$ cat config.mk
export PLATFORM = sky130hd
export DESIGN_NAME = seq_div
export DESIGN_NICKNAME = d
export VERILOG_FILES = /design/src/rtl/seq_div_pkg.sv /design/src/rtl/seq_div_div_step.sv /design/src/rtl/seq_div.sv
export SDC_FILE = /design/constraint.sdc
export NUM_CORES = 1
export LEC_CHECK = 0
export CORE_MARGIN = 4
export CORE_UTILIZATION = 26
export DETAILED_ROUTE_END_ITERATION = 10
export DONT_BUFFER_PORTS = 1
export PLACE_DENSITY = 0.41
export SLEW_MARGIN = 25
export SYNTH_ARGS = -nofsm -noshare
export SYNTH_HDL_FRONTEND = slang
export SYNTH_HIERARCHICAL = 1
export SYNTH_SLANG_ARGS = --single-unit
$ cat constraint.sdc
create_clock -name clk -period 3.22 [get_ports clk]
set_input_delay 0 -clock clk [delete_from_list [all_inputs] [get_ports clk]]
set_output_delay 0 -clock clk [all_outputs]
set_load 0.03 [all_outputs]
$ cat src/rtl/seq_div_pkg.sv
// Shared constants and state encoding for the iterative restoring divider.
package seq_div_pkg;
    localparam int DW = 16;
    localparam int VW = 8;
    localparam logic [DW-1:0] DBZ_QUOTIENT = 16'hFFFF;

    typedef enum logic [1:0] {
        IDLE = 2'd0,
        CALC = 2'd1,
        DONE = 2'd2
    } state_t;
endpackage

$ cat src/rtl/seq_div_div_step.sv
// One restoring-division step: shift in the next dividend bit, subtract the divisor if it fits.
module div_step
    import seq_div_pkg::*;
(
    input  logic [VW:0]   pr_in,
    input  logic          dvd_bit,
    input  logic [VW-1:0] divisor,
    output logic [VW:0]   pr_out,
    output logic          q_bit
);
    localparam int PW = VW + 1;

    logic [VW+1:0] shifted;

    // pr_in[VW] is always 0 between steps; the extra bit keeps the compare exact.
    always_comb begin
        shifted = {pr_in, dvd_bit};
        q_bit   = (shifted >= {2'b00, divisor});
        pr_out  = q_bit ? PW'(shifted - {2'b00, divisor}) : shifted[VW:0];
    end
endmodule

$ cat src/rtl/seq_div.sv
// 16/8 unsigned restoring divider, one quotient bit per cycle; optional skipped LSB iterations.
module seq_div
    import seq_div_pkg::*;
#(
    parameter int APPROX_BITS = 0  // legal 0..8
) (
    input  logic          clk,
    input  logic          rst_n,
    input  logic          in_valid,
    output logic          in_ready,
    input  logic [DW-1:0] dividend,
    input  logic [VW-1:0] divisor,
    output logic          out_valid,
    input  logic          out_ready,
    output logic [DW-1:0] quotient,
    output logic [VW-1:0] remainder,
    output logic          div_by_zero
);
    localparam logic [4:0] ITERS = 5'(DW - APPROX_BITS);

    state_t        state_q, state_d;
    logic [DW-1:0] dvd_q, dvd_d;
    logic [DW-1:0] quotient_q, quotient_d;
    logic [VW-1:0] divisor_q, divisor_d;
    logic [VW-1:0] remainder_q, remainder_d;
    logic [VW:0]   pr_q, pr_d;
    logic [4:0]    count_q, count_d;
    logic          in_ready_q, in_ready_d;
    logic          out_valid_q, out_valid_d;
    logic          dbz_q, dbz_d;

    logic [VW:0]   pr_step;
    logic          q_bit;
    logic [DW-1:0] q_shift;

    div_step u_step (
        .pr_in   (pr_q),
        .dvd_bit (dvd_q[DW-1]),
        .divisor (divisor_q),
        .pr_out  (pr_step),
        .q_bit   (q_bit)
    );

    always_comb begin
        state_d     = state_q;
        dvd_d       = dvd_q;
        quotient_d  = quotient_q;
        divisor_d   = divisor_q;
        remainder_d = remainder_q;
        pr_d        = pr_q;
        count_d     = count_q;
        in_ready_d  = in_ready_q;
        out_valid_d = out_valid_q;
        dbz_d       = dbz_q;
        q_shift     = {quotient_q[DW-2:0], q_bit};

        case (state_q)
            IDLE: begin
                if (in_valid && in_ready_q) begin
                    dvd_d      = dividend;
                    divisor_d  = divisor;
                    in_ready_d = 1'b0;
                    if (divisor == '0) begin
                        state_d     = DONE;
                        quotient_d  = DBZ_QUOTIENT;
                        remainder_d = dividend[VW-1:0];
                        dbz_d       = 1'b1;
                        out_valid_d = 1'b1;
                    end else begin
                        pr_d       = '0;
                        quotient_d = '0;
                        count_d    = ITERS;
                        state_d    = CALC;
                    end
                end
            end
            CALC: begin
                pr_d       = pr_step;
                dvd_d      = {dvd_q[DW-2:0], 1'b0};
                quotient_d = q_shift;
                count_d    = count_q - 5'd1;
                // Skipped iterations leave zero-filled quotient LSBs.
                if (count_q == 5'd1) begin
                    state_d     = DONE;
                    quotient_d  = q_shift << APPROX_BITS;
                    remainder_d = pr_step[VW-1:0];
                    out_valid_d = 1'b1;
                end
            end
            DONE: begin
                if (out_ready) begin
                    state_d     = IDLE;
                    out_valid_d = 1'b0;
                    in_ready_d  = 1'b1;
                    dbz_d       = 1'b0;
                end
            end
            default: state_d = IDLE;
        endcase
    end

    always_ff @(posedge clk) begin
        if (!rst_n) begin
            state_q     <= IDLE;
            dvd_q       <= '0;
            quotient_q  <= '0;
            divisor_q   <= '0;
            remainder_q <= '0;
            pr_q        <= '0;
            count_q     <= '0;
            in_ready_q  <= 1'b1;
            out_valid_q <= 1'b0;
            dbz_q       <= 1'b0;
        end else begin
            state_q     <= state_d;
            dvd_q       <= dvd_d;
            quotient_q  <= quotient_d;
            divisor_q   <= divisor_d;
            remainder_q <= remainder_d;
            pr_q        <= pr_d;
            count_q     <= count_d;
            in_ready_q  <= in_ready_d;
            out_valid_q <= out_valid_d;
            dbz_q       <= dbz_d;
        end
    end

    assign in_ready    = in_ready_q;
    assign out_valid   = out_valid_q;
    assign quotient    = quotient_q;
    assign remainder   = remainder_q;
    assign div_by_zero = dbz_q;
endmodule

Yosys cells after proc, flatten, opt, wreduce, memory -nomap -nowiden --
Index checks and enable logic that the tools add are counted.
Storage, ports and cells: bits in registers 67, output and inout bits 27, logic and storage cells 65, input port bits 28
Operators by class: magnitude comparators 1, $add $sub $neg 2, reduce and logical (&&, ||, !) cells 14, equality and inequality tests 8, multiplexer cells 30
Operators with widths (number):
- $pmux W16 S2 | 2
- $mux W16 | 3
- $mux W9 | 3
- $mux W8 | 3
- $pmux W9 S2 | 1
- $pmux W8 S2 | 1
- $ge A10 B8 Y1 | 1
- $mux W5 | 2
- $ne A2 B2 Y1 const B | 5
- $pmux W5 S2 | 1
- $reduce_and A3 Y1 | 3
- $sub A9 B8 Y9 | 1
- $logic_not A8 Y1 | 1
- $mux W2 | 4
- $reduce_and A4 Y1 | 2
- $mux W1 | 6
- $pmux W2 S3 | 1
- $eq A5 B1 Y1 const B | 1
- $reduce_and A5 Y1 | 1
- $sub A5 B1 Y5 const B | 1
- $pmux W1 S2 | 2
- $reduce_and A2 Y1 | 2
- $reduce_bool A2 Y1 | 2
- $pmux W1 S3 | 1
- 5 further kinds | 5

Logic depth before layout (Yosys ltp) --
word-level depth 4, depth in mapped cells 13, depth with buffers taken out 12

Hierarchy --
The synthesis kept the hierarchy.
Modules (own cells, without submodules):
- seq_div | instances 1, seq. area each 1341.3 um2, area each 2839.0 um2, cells each 317
- div_step | instances 1, seq. area each 0.0 um2, area each 523.0 um2, cells each 75

Worst setup path before layout --
Ideal clock, no wire load.
kind register to register, from register dvd_q[15], to register remainder_q[1] (netlist: remainder[1]), setup slack 0.911 ns, buffers on the path 0, arrival time 2.193 ns, stages on the path, launching flop included 12, period minus slack after synthesis 2.309 ns, cells stage by stage dfxtp_1 inv_1 ha_1 inv_1 fa_1 nand3_1 a21oi_1 nor4b_4 mux2_2 mux2i_1 o21ai_0 o211a_1
Between the ends: word-level cells in the longest chain between the ends 4, elaborated cells on any way between the ends 5
Ends and longest elaborated chain:
- start: declaration | line seq_div.sv:22 | logic [DW-1:0] dvd_q, dvd_d;
- start signal: assignment | line seq_div.sv:116 | dvd_q <= dvd_d;
- $sub A9 B8 Y9 / $ge A10 B8 Y1 (equally long branches) | line seq_div_div_step.sv:19, seq_div_div_step.sv:18
- $mux W9 * | line seq_div_div_step.sv:19 | pr_out = q_bit ? PW'(shifted - {2'b00, divisor}) : shifted[VW:0];
- net pr_step[1] | line seq_div.sv:32 | logic [VW:0] pr_step;
- $mux W8 * | line seq_div.sv:83 | if (count_q == 5'd1) begin
- $pmux W8 S2 * | line seq_div.sv:57 | case (state_q)
- end signal: assignment | line seq_div.sv:119 | remainder_q <= remainder_d;
- end: declaration | line seq_div.sv:25 | logic [VW-1:0] remainder_q, remainder_d;
The timed path passes the listed nets; every way through them passes the cells marked *. The select of a mux whose other input is x is not followed. A chain may end at the register's enable or synchronous reset.

Final worst setup path --
Same ends and word-level chain as after synthesis.

==> impl_metrics.csv <==
group,metric,value,unit
sta,slew-limit-headroom,35.0,%
sta,final.setup.tns,0,ns
global_route,grt_pass1_vias,2940,
placement,dp_hpwl,6.63,mm
global_route,grt_pass1_wl,16.1,mm
synthesis,yosysTopAreaCellShare,39.9,%
layout,postLayoutCoreUtil,32.3,%
synthesis,syn_area,3360,µm²
sta,max_freq,388,MHz
placement,placement.io_buffers,0,
sta,min_period_over_period,80.1,%
drt,dr_total_vias,3017,
cts,cts_sinks,67,
drt,drc_errors,0,
sta,fin_hold_ws,0.0250,ns
layout,design_area,4080,µm²
sta,hold_viol,0,
layout,antenna_cells,0,
floorplanning,start_util,26.6,%
cts,cts_resized,0,
synthesis,ys_ff_latch,67,
sta,rsz0062_at_grt,"false",
cts,clkLatencyLatePin,0.33,ns
floorplanning,floorplan.rows,41,
drt,antenna_left,0,
drt,drt_wl_total,9.91,mm
power,leakagePower,1.56,nW
synthesis,async_flop_share,0,%
floorplanning,dieArea,14800,µm²
cts,cts_made_buffers,9,
cts,clk_path_buf_depth,2,
layout,drive_gt1_share,8.23,%
synthesis,yosysSeqAreaShare,39.9,%
power,ir_drop,0.230,mV
global_route,grtUsageTotal,13.9,%
setup_path,crit_required,3.45,ns
cts,cts_tree,"yes",
cts,htree_levels,3,
drt,drt-wirelength-per-cell,16.9,µm
floorplanning,die_w,122,µm
synthesis,ys.flop_type,"dfxtp_1",
setup_path,worstPathArrival,2.80,ns
synthesis,synth_cells,392,
synthesis,syn_nets,431,
synthesis,synth_cell_types,57,
job,maxCapViolCount,0,
floorplanning,io_pins,55,
global_route,gr-total-overflow,0,
placement,gp_congestion,0.762,
synthesis,synth_area_leader_cell,"dfxtp_1",
sta,setup_viol,0,
floorplanning,die_h,122,µm
layout,nFillCells,1358,
setup_path,endpoint_kind,"register",
cts,clk_pin_slew,0.06,ns
sta,finalClockSkew,0.00605,ns
setup_path,path_max_fanout,14,
drt,avgViaCountPerCell,5.16,
layout,syn_to_final_growth,21.4,%
sta,worst_pin_slew,0.972,ns
sta,period_minus_slack,2.58,ns
power,power.density,667,nW/µm²
synthesis,yosys_warnings,6,
drt,first_pass_iters,6,
setup_path,startpoint_type,"register",
setup_path,critPathKind,"reg2reg",
global_route,grt_max_degree,49,
synthesis,synth_edf_count,0,
layout,fin_nets,447,
synthesis,avgSynthCellArea,8.58,µm²
hold_path,holdCritPathClass,"in2reg",
synthesis,netlist_top_cells_area,"dfxtp_1, nand2_1, nor2_1, a221oi_1, ha_1",
outcome,status,"completed",
drt,drt_iter0_drc,160,
global_route,antenna_found_initial,0,
sta,slew_violations,0,
placement,placed_area,3500,µm²
floorplanning,placeableCoreArea,12600,µm²
cts,ctsRootBufferMaster,"clkbuf_16",
## per-stage QoR
step | setup slack [ns] | power, W | std cells
2_1_floorplan | 0.911 | 0.00155 | 392
3_3_place_gp | 0.714 | 0.00169 | 541
3_5_place_dp | 0.656 | 0.00170 | 541
4_1_cts | 0.628 | 0.00275 | 585
5_1_grt | 0.473 | 0.00289 | 585
6_report | 0.640 | 0.00272 | 585
## state kept, by name (all words and copies together), names as in the netlist
name         count
dvd_q           16
quotient        16
pr_q             9
divisor_q        8
remainder        8
count_q          5
state_q          2
div_by_zero      1
in_ready         1
out_valid        1
## cell families after synthesis
kind of cell	after synthesis	synth area share, %
XOR/XNOR	3	0.782
adder cells (fa/ha/maj)	11	4.32
multiplexers	13	3.95
buffers and inverters	47	6.21
AND/OR/NAND/NOR	132	19.2
flip-flops	67	39.9
AO/OA/AOI/OAI	119	25.6
## cells in the mapped netlist (all sizes together) (2+ instances only)
| cell | number |
|---|---|
| dfxtp | 67 |
| nand2 | 47 |
| nor2 | 41 |
| a21oi | 25 |
| o21ai | 20 |
| a221oi | 16 |
| buf | 15 |
| clkbuf | 15 |
| inv | 15 |
| nand3 | 14 |
| a22oi | 11 |
| mux2i | 11 |
| a21boi | 10 |
| ha | 10 |
| o211a | 9 |
| a311oi | 8 |
| a222oi | 7 |
| nand2b | 4 |
| and2 | 3 |
| nor2b | 3 |
| o21a | 3 |
| or4 | 3 |
| and4 | 2 |
| clkinv | 2 |
| mux2 | 2 |
| nand4 | 2 |
| nand4b | 2 |
| nor3 | 2 |
| nor4 | 2 |
| nor4b | 2 |
| o22ai | 2 |
| o31ai | 2 |
| xor2 | 2 |
## worst max-delay path: stages (launching register included)
cell	delay [ns]
dfxtp_1	0.31
inv_1	0.07
ha_1	0.15
inv_1	0.05
fa_1	0.40
nand3_1	0.15
a21oi_1	0.13
nor4b_4	0.26
buf_4	0.23
mux2_2	0.37
mux2i_1	0.12
o21ai_0	0.10
o211a_1	0.14
## metal layers
metal,up-vias,wire (µm),global-route usage (%)
li1,1476,-,-
met1,1446,4530,17.7
met2,79,4470,21.6
met3,16,643,4.78
met4,0,267,5.74
met5,-,0,0
## what timing repair did
action | CTS | global route
endpoints found under the hold margin | 48 | 0
buffers inserted | 0 | 0
hold buffers | 28 | 0
## worst paths after layout
kind | slack [ns] | endpoint | from | cells past startpoint
max | 0.64 | remainder[1] | dvd_q[15] | 12
min | 0.02 | out_valid | out_ready | 3
max reg2reg | 0.64 | remainder[1] | dvd_q[15] | 12
min reg2reg | 0.46 | divisor_q[6] | divisor_q[6] | 2
## area by class of cell
cell class | instances | area (µm²) | share of cell area [%]
Multi-Input combinational cell | 278 | 1820 | 44.7
Sequential cell | 67 | 1340 | 32.9
Timing Repair Buffer | 35 | 333 | 8.16
Clock buffer | 10 | 239 | 5.86
Tap cell | 172 | 215 | 5.27
Clock inverter | 6 | 65.1 | 1.59
Inverter | 17 | 63.8 | 1.56
## layout by cell type, fill, tap and decap left out, types with 2 or more instances in the layout
cell and count:
o21ai_0 16, a21boi_1 2, nor2_1 41, mux2_2 2
clkinv_2 2, a21boi_0 8, a22oi_1 11, o22ai_1 2
inv_1 15, and2_1 2, clkbuf_16 9, a221oi_1 16
o21a_1 3, nand4_1 2, o211a_1 9, nand2b_1 4
clkinv_1 2, buf_4 7, ha_1 10, nor4_1 2
a21oi_1 24, o21ai_2 2, dlygate4sd3_1 28, mux2i_1 11
nor2b_1 2, a222oi_1 7, xor2_1 2, or4_4 2
and4_1 2, nand2_1 47, o21ai_1 2, nand3_1 14
dfxtp_1 67, clkinv_4 2, nand4b_1 2, a311oi_1 8
## where the power goes
group | internal [W] | switching, W
combinational | 0.000305 | 0.000439
clock | 0.000620 | 0.000385
sequential | 0.000898 | 0.0000768
Power figures use the tool's default switching activity.
